### config.mk
export PLATFORM = sky130hd
export DESIGN_NAME = cmos_vector_sequencer_flat
export DESIGN_NICKNAME = d
export VERILOG_FILES = /design/src/rtl/cmos_vector_sequencer_if.sv /design/src/rtl/cmos_vector_sequencer.sv /design/src/flat_wrapper.sv
export SDC_FILE = /design/constraint.sdc
export NUM_CORES = 1
export LEC_CHECK = 0
export ABC_AREA = 1
export CAP_MARGIN = 20
export CORE_UTILIZATION = 40
export DETAILED_ROUTE_END_ITERATION = 12
export GPL_ROUTABILITY_DRIVEN = 0
export PLACE_DENSITY = 0.71
export SLEW_MARGIN = 20
export SYNTH_ARGS = -nofsm -noshare
export SYNTH_HDL_FRONTEND = slang
export SYNTH_SLANG_ARGS = --single-unit
### constraint.sdc
create_clock -name clk -period 1.9 [get_ports clk]
set_input_delay 0.38 -clock clk [delete_from_list [all_inputs] [get_ports clk]]
set_output_delay 0.38 -clock clk [all_outputs]
set_load 0.01 [all_outputs]
### src/rtl/cmos_vector_sequencer_if.sv
// Signal bundle between the vector sequencer and its test controller / gate under test.
// The slave side is the sequencer; the master side drives run control and the gate output Y.
interface cmos_vector_sequencer_if;
  logic       start;
  logic       abort;
  logic       Y;
  logic       A;
  logic       B;
  logic       C;
  logic       D;
  logic       busy;
  logic       done;
  logic       pass;
  logic [4:0] err_cnt;
  logic       fail_vld;
  logic [3:0] fail_vec;

  modport master (
    output start, abort, Y,
    input  A, B, C, D, busy, done, pass, err_cnt, fail_vld, fail_vec
  );

  modport slave (
    input  start, abort, Y,
    output A, B, C, D, busy, done, pass, err_cnt, fail_vld, fail_vec
  );
endinterface

### src/rtl/cmos_vector_sequencer.sv
// Exhaustive 16-vector tester for the gate Y = ~(D | (A & (B | C))): drives each vector,
// waits SETTLE cycles, samples Y, and records the mismatch count and the first failing vector.
module cmos_vector_sequencer #(
  parameter int SETTLE = 2
) (
  input logic                    clk,
  input logic                    rst_n,
  cmos_vector_sequencer_if.slave bus
);

  typedef enum logic [1:0] {ST_IDLE, ST_SETTLE, ST_SAMPLE, ST_DONE} state_t;

  state_t     state, state_n;
  logic [3:0] v, v_n;
  logic [3:0] cnt, cnt_n;
  logic [3:0] abcd, abcd_n;
  logic       busy, busy_n;
  logic       done, done_n;
  logic       pass, pass_n;
  logic [4:0] err_cnt, err_n;
  logic       fail_vld, fvld_n;
  logic [3:0] fail_vec, fvec_n;
  logic       miss;

  function automatic logic expected(input logic [3:0] vec);
    return ~(vec[0] | (vec[3] & (vec[2] | vec[1])));
  endfunction

  // At most 16 mismatches per run; the count saturates rather than wrapping.
  function automatic logic [4:0] sat_inc(input logic [4:0] val);
    return (val >= 5'd16) ? 5'd16 : val + 5'd1;
  endfunction

  always_ff @(posedge clk) begin
    if (!rst_n) begin
      state    <= ST_IDLE;
      v        <= '0;
      cnt      <= '0;
      abcd     <= '0;
      busy     <= 1'b0;
      done     <= 1'b0;
      pass     <= 1'b0;
      err_cnt  <= '0;
      fail_vld <= 1'b0;
      fail_vec <= '0;
    end else begin
      state    <= state_n;
      v        <= v_n;
      cnt      <= cnt_n;
      abcd     <= abcd_n;
      busy     <= busy_n;
      done     <= done_n;
      pass     <= pass_n;
      err_cnt  <= err_n;
      fail_vld <= fvld_n;
      fail_vec <= fvec_n;
    end
  end

  always_comb begin
    state_n = state;
    v_n     = v;
    cnt_n   = cnt;
    pass_n  = pass;
    err_n   = err_cnt;
    fvld_n  = fail_vld;
    fvec_n  = fail_vec;
    miss    = 1'b0;
    case (state)
      ST_IDLE: begin
        if (bus.start) begin
          state_n = ST_SETTLE;
          v_n     = '0;
          cnt_n   = '0;
          pass_n  = 1'b0;
          err_n   = '0;
          fvld_n  = 1'b0;
          fvec_n  = '0;
        end
      end
      ST_SETTLE: begin
        if (bus.abort) begin
          state_n = ST_IDLE;
          pass_n  = 1'b0;
        end else begin
          cnt_n = cnt + 4'd1;
          if (cnt == 4'(SETTLE - 1)) state_n = ST_SAMPLE;
        end
      end
      ST_SAMPLE: begin
        if (bus.abort) begin
          state_n = ST_IDLE;
          pass_n  = 1'b0;
        end else begin
          // X/Z on Y must also register as a failure, hence the case inequality.
          miss = (bus.Y !== expected(v));
          if (miss) begin
            err_n = sat_inc(err_cnt);
            if (!fail_vld) begin
              fvld_n = 1'b1;
              fvec_n = v;
            end
          end
          if (v == 4'd15) begin
            state_n = ST_DONE;
            pass_n  = (err_n == 5'd0);
          end else begin
            state_n = ST_SETTLE;
            v_n     = v + 4'd1;
            cnt_n   = '0;
          end
        end
      end
      ST_DONE: state_n = ST_IDLE;
      default: state_n = ST_IDLE;
    endcase
    // Outputs are registered from the next state so they line up with the state they describe.
    busy_n = (state_n == ST_SETTLE) || (state_n == ST_SAMPLE);
    abcd_n = busy_n ? v_n : 4'd0;
    done_n = (state_n == ST_DONE);
  end

  assign bus.A        = abcd[3];
  assign bus.B        = abcd[2];
  assign bus.C        = abcd[1];
  assign bus.D        = abcd[0];
  assign bus.busy     = busy;
  assign bus.done     = done;
  assign bus.pass     = pass;
  assign bus.err_cnt  = err_cnt;
  assign bus.fail_vld = fail_vld;
  assign bus.fail_vec = fail_vec;

endmodule
### src/flat_wrapper.sv
// flat-port wrapper written by rule: the top's interface ports become plain ports
module cmos_vector_sequencer_flat 
#(
  parameter int SETTLE = 2
)
  (clk, rst_n, bus_start, bus_abort, bus_Y, bus_A, bus_B, bus_C, bus_D, bus_busy, bus_done, bus_pass, bus_err_cnt, bus_fail_vld, bus_fail_vec);
  cmos_vector_sequencer_if bus_i ();
  input logic clk;
  input logic rst_n;
  input wire logic [$bits(bus_i.start)-1:0] bus_start;
  input wire logic [$bits(bus_i.abort)-1:0] bus_abort;
  input wire logic [$bits(bus_i.Y)-1:0] bus_Y;
  output wire logic [$bits(bus_i.A)-1:0] bus_A;
  output wire logic [$bits(bus_i.B)-1:0] bus_B;
  output wire logic [$bits(bus_i.C)-1:0] bus_C;
  output wire logic [$bits(bus_i.D)-1:0] bus_D;
  output wire logic [$bits(bus_i.busy)-1:0] bus_busy;
  output wire logic [$bits(bus_i.done)-1:0] bus_done;
  output wire logic [$bits(bus_i.pass)-1:0] bus_pass;
  output wire logic [$bits(bus_i.err_cnt)-1:0] bus_err_cnt;
  output wire logic [$bits(bus_i.fail_vld)-1:0] bus_fail_vld;
  output wire logic [$bits(bus_i.fail_vec)-1:0] bus_fail_vec;
  assign bus_i.start = bus_start;
  assign bus_i.abort = bus_abort;
  assign bus_i.Y = bus_Y;
  assign bus_A = bus_i.A;
  assign bus_B = bus_i.B;
  assign bus_C = bus_i.C;
  assign bus_D = bus_i.D;
  assign bus_busy = bus_i.busy;
  assign bus_done = bus_i.done;
  assign bus_pass = bus_i.pass;
  assign bus_err_cnt = bus_i.err_cnt;
  assign bus_fail_vld = bus_i.fail_vld;
  assign bus_fail_vec = bus_i.fail_vec;
  cmos_vector_sequencer #(.SETTLE(SETTLE)) u_core (.clk(clk), .rst_n(rst_n), .bus(bus_i));
endmodule
**Word-level counts from Yosys, hierarchy flattened**

Index checks and enable logic that the tools add are counted.

- Add/subtract/negate cells: 3
- Multiply operators: 0
- Divide/modulo/power cells: 0
- $lt $le $gt $ge: 1
- Eq/ne operators: 17
- Shift-type cells: 0
- Muxes and demuxes: 34
- Bitwise gates (word level): 4
- Reduce and logical (&&, ||, !) cells: 11

Operators by type and width:

| cell | number |
|---|---|
| 2-to-1 mux 4 bit | 10 |
| 2-to-1 mux 5 bit | 6 |
| case mux 4 bit (2 select lines) | 2 |
| inequality test 2 bit, second input constant | 6 |
| case mux 4 bit (3 select lines) | 1 |
| 2-to-1 mux 2 bit | 5 |
| case mux 5 bit (2 select lines) | 1 |
| AND reduction 5 bit | 2 |
| adder 4 x 1 -> 4 bit, second input constant | 2 |
| equality test 2 bit, second input constant | 4 |
| case mux 2 bit (4 select lines) | 1 |
| AND reduction 4 bit | 2 |
| 2-to-1 mux 1 bit | 6 |
| adder 5 x 1 -> 5 bit, second input constant | 1 |
| >= comparator 5 bit, second input constant | 1 |
| zero test 5 bit | 1 |
| equality test 2 x 1 -> 1 bit, second input constant | 2 |
| equality test 4 x 1 -> 1 bit, second input constant | 1 |
| equality test 4 bit, second input constant | 1 |
| inequality test 3 x 2 -> 1 bit, second input constant | 1 |
| case mux 1 bit (3 select lines) | 1 |
| AND reduction 3 bit | 1 |
| nonzero test 3 bit | 1 |
| zero test 2 bit | 1 |
| 9 further kinds | 10 |

- Register bits: 27
- Latch bits: 0
- Bits in writable memories: 0
- Bits in read-only memories: 0
- Input port bits: 5
- Memories kept: 0

**Depth between registers and ports, before layout**

- Depth in word-level cells: 12
- Mapped depth: 12
- Mapped depth without buffers: 12

**Worst setup path after synthesis**

OpenSTA, ideal clock, no wires.

- Path type: register to register
- Start: register u_core.v[1]
- End: register u_core.abcd[3]
- Setup time: 0.120 ns
- Arrival: 1.374 ns
- Data required time: 1.780 ns
- Path slack: 0.406 ns
- Cell stages (with the launch flop): 9
- Path buffers: 0
- Cells stage by stage: dfxtp_1 > ha_1 > nand2_1 > inv_2 > nand2_1 > o22ai_1 > ha_1 > nand2_1 > nor2_1

- Cells in the longest elaborated chain, start to end: 7
- Elaborated cells on any way between the ends: 12

Ends and longest elaborated chain:

| what | line | text |
|---|---|---|
| from (decl) | cmos_vector_sequencer.sv:14 | `logic [3:0] v, v_n;` |
| from (signal assigned) | cmos_vector_sequencer.sv:48 | `v <= v_n;` |
| equality test 4 bit (*) | cmos_vector_sequencer.sv:104 | `if (v == 4'd15) begin` |
| 2-to-1 mux 2 bit (*) | cmos_vector_sequencer.sv:104 |  |
| 2-to-1 mux 2 bit (*) | cmos_vector_sequencer.sv:91 | `if (bus.abort) begin` |
| case mux 2 bit (4 select lines) (*) | cmos_vector_sequencer.sv:69 | `case (state)` |
| net u_core.state_n[1] | cmos_vector_sequencer.sv:13 | `state_t state, state_n;` |
| equality test 2 x 1 -> 1 bit or equality test 2 bit (tied branches) | cmos_vector_sequencer.sv:118 | `busy_n = (state_n == ST_SETTLE) \|\| (state_n == ST_SAMPLE);` |
| logical OR 1 bit (*) | cmos_vector_sequencer.sv:118 |  |
| net u_core.busy_n | cmos_vector_sequencer.sv:17 | `logic busy, busy_n;` |
| AND reduction 2 bit (no line) (*) | -- |  |
| to (signal assigned) | cmos_vector_sequencer.sv:50 | `abcd <= abcd_n;` |
| to (decl) | cmos_vector_sequencer.sv:16 | `logic [3:0] abcd, abcd_n;` |

Mark *: on every way through the listed nets, which the timed path passes. The rest lies on a longest branch.
A chain may end at the register's enable or synchronous reset.

**Final worst setup path**

- Start: register u_core.err_cnt[2] (netlist: u_core.bus.err_cnt[2])
- End: output bus_err_cnt[2]

RTL lines:

| what | line | text |
|---|---|---|
| from (decl) | cmos_vector_sequencer.sv:20 | `logic [4:0] err_cnt, err_n;` |
| from (signal assigned) | cmos_vector_sequencer.sv:54 | `err_cnt <= err_n;` |
| to (decl) | flat_wrapper.sv:20 | `output wire logic [$bits(bus_i.err_cnt)-1:0] bus_err_cnt;` |

No word-level cell between the ends.

==> summary.txt <==
STA
  – Relative slew slack: 76.5%
  – Final max-slew violation count: 0
  – # setup viols final: 0
  – Crit path time final: 1730 ps
  – Max Clock Freq: 0.578 GHz
  – Setup skew after layout: 6.46 ps
  – Setup TNS: 0 ps
  – Final count of hold timing violations: 0
  – Share of the clock period used by the worst path: 91.1%
  – Worst-margin pin slew: 351 ps
  – Setup repair after global routing missed its margin: false

Drt
  – DR vias: 1322
  – Final routed DRC violation total: 0
  – Antenna Violating Nets Remaining: 0
  – Overall routed net length: 2910 um
  – Detailed router's first-iteration violation count: 37
  – Number of vias per cell: 4.84
  – First-pass detailed-route iteration total: 4
  – Drt wl/cell: 10.6 um

Synth
  – Ys Warns: 0
  – Netlist Area Pre-Place: 0.00142 mm^2
  – Count of state elements after synthesis: 27
  – Share of synthesized area occupied by flip-flops and latches: 38.1%
  – Number of cells produced by synthesis: 199
  – Synthesized netlist net count: 210
  – Average cell area after synthesis: 7.14 um^2
  – Number of different library cells in the post-synthesis netlist: 31

Setup path
  – Kind of end point of the critical path: output pin
  – Origin of the critical flop-to-flop path: u_core.v[0]$_SDFF_PN0_
  – CP max stage delay: 580 ps
  – Worst setup path startpoint: u_core.bus.err_cnt[2]$_SDFFE_PN0P_
  – Critical-path cell with the highest stage delay: clkdlybuf4s50_1
  – Maximum fanout along the worst path: 7
  – Path type of the worst setup path: flop to output pin
  – CP bufs+invs: 1
  – Critical Path Source Type: flop
  – Critical path data required time: 1520 ps
  – Critical path arrival: 1350 ps
  – Largest delay share family, worst path: buffers and inverters
  – Sequence of cells on the critical path: clkdlybuf4s50_1

Floorplan
  – I/O pin total: 22
  – Placement Rows: 21
  – X dimension of the die: 61.6 um
  – Starting density of the core: 42.2%
  – Std-Cell Core Area: 0.00336 mm^2
  – Vertical die dimension: 61.6 um
  – Total die area: 0.00379 mm^2

GRT
  – Largest net degree at the start of global routing: 15
  – Antenna violations before repair: 0
  – Gr ovfl total: 0
  – GR Util All Layers: 16.8%
  – Number of global-route vias before repair: 1108
  – Global-route wire length before repair: 4710 um

Finish
  – Most frequent standard cell in the layout excluding fill and tap cells: nand2_1
  – Share of post-route cells with drive strength above 1: 14.5%
  – Syn-to-layout area delta: 22.7%
  – Fillers: 359
  – Most frequent cells in the layout: nand2_1, dfxtp_1, nand3_1
  – Count of inserted antenna diode cells: 0
  – Layout Nets: 239

Placement
  – Hpwl dp: 2270 um
  – Count of buffers inserted at the top-level ports: 21

Pwr
  – Clock group share of total power: 23.9%
  – Power per cell area: 575 mW/mm^2
  – Power share of the sequential group: 59.5%
  – Static Leak: 0.000746 uW
  – Switching fraction of total power: 26.9%
  – Power share of the combinational group: 16.6%
  – Worst supply voltage drop on vdd: 0.484 mV
  – Internal cell power: 733 uW
  – Overall power after layout: 1000 uW
  – Total net switching power: 269 uW

Clock network
  – Root Buffer Master: clkbuf_4
  – CTS Sinks: 27
  – Post_cts resized: 0
  – Clk slew on worst S/H paths: 130 ps
  – Number of setup buffers added after CTS: 0
  – Largest buffer count on any clock path: 2
  – Clock latency on the worst-skew pair: 320 ps
  – CTS tree: built
  – Hold Buf Count CTS: 0
  – Inserted Clock Buffers: 3
  – Total number of H-tree levels: 1

Hold path
  – Hold Startpoint: u_core.bus.fail_vld$_SDFFE_PN0P_
  – Classification of the worst-slack hold path: flop to flop

Run status
  – Outcome: completed

Run
  – Max-cap violations: 0
through the flow:
step	utilization, %	cell area, um^2	instances	hold slack [ps]	worst slack [ps]
5_1_grt	51.8	1740	273	530	67.7
2_1_floorplan	-	1420	199	472	406
3_3_place_gp	51.0	1720	269	477	40.9
3_5_place_dp	51.0	1720	269	475	24.7
6_report	51.8	1740	273	494	170
4_1_cts	51.8	1740	273	496	147
logic make-up (layout without fill, tap and decap cells):
family	Yosys count	after routing	share of synthesized area (%)
flops	27	27	38.1
buf+inv	32	60	8.90
xor+xnor	1	1	0.617
fa+ha+maj	6	6	5.29
simple gates	100	100	32.8
compound gates	33	33	14.4
cell type report:
cell class	count	area (um^2)	area share, %
inverters	30	118	6.75
flip-flops and latches	27	541	31.0
well taps	46	57.6	3.30
repair buffers	26	248	14.2
multi-input cells	140	753	43.2
clock buffers	4	26.3	1.51
synth_stat cells:
master | count | share of area, %
nand3_4 | 1 | 1.2
a31oi_1 | 1 | 0.44
clkinv_4 | 1 | 0.62
dfxtp_1 | 27 | 38
a21oi_1 | 11 | 3.9
a22oi_1 | 2 | 1.1
nand2_1 | 37 | 9.8
o22ai_1 | 2 | 0.88
nor3_1 | 2 | 0.70
o21ai_2 | 4 | 2.5
xor2_1 | 1 | 0.62
nand3_1 | 25 | 8.8
nor3b_2 | 1 | 0.88
or2_2 | 1 | 0.44
clkinv_1 | 1 | 0.26
inv_2 | 7 | 1.9
o31a_1 | 1 | 0.62
a21oi_2 | 3 | 1.9
nand3b_1 | 1 | 0.53
nor2_1 | 23 | 6.1
ha_1 | 6 | 5.3
nor2_2 | 4 | 1.8
nor2_4 | 1 | 0.79
clkbuf_1 | 1 | 0.26
o21ai_1 | 7 | 2.5
nand4_1 | 1 | 0.44
buf_2 | 1 | 0.35
o21ai_0 | 2 | 0.70
inv_1 | 21 | 5.6
nand2_2 | 2 | 0.88
and2_1 | 1 | 0.44
layer usage:
metal / vias up / track usage [%] / share of wire, %
li1: 703 / - / -
met1: 579 / 22.5 / 50
met2: 36 / 26.7 / 44
met3: 4 / 4.41 / 5.1
met4: 0 / 4.44 / 1.1
met5: - / 0 / 0
power by group through the flow:
stage	registers (uW)	clock network [uW]	logic [uW]
2_1_floorplan	613	0	109
3_3_place_gp	609	0	167
3_5_place_dp	609	0	167
4_1_cts	597	252	168
5_1_grt	600	272	187
6_report	597	239	166
sequential cells by signal, summed over array words and instances (netlist names):
name                 count
u_core.state             2
u_core.bus.busy          1
u_core.abcd              4
u_core.v                 4
u_core.bus.done          1
u_core.bus.fail_vec      4
u_core.bus.err_cnt       5
u_core.bus.pass          1
u_core.bus.fail_vld      1
u_core.cnt               4
worst paths after layout:
| check | depth (start not counted) | slack, ps | endpoint |
|---|---|---|---|
| max | 1 | 170 | bus_err_cnt[2] |
| min | 2 | 490 | u_core.bus.fail_vld$_SDFFE_PN0P_ |
| max reg2reg | 8 | 260 | u_core.abcd[3]$_SDFF_PN0_ |
| min reg2reg | 2 | 490 | u_core.bus.fail_vld$_SDFFE_PN0P_ |
(Power assumes the default switching activity.)
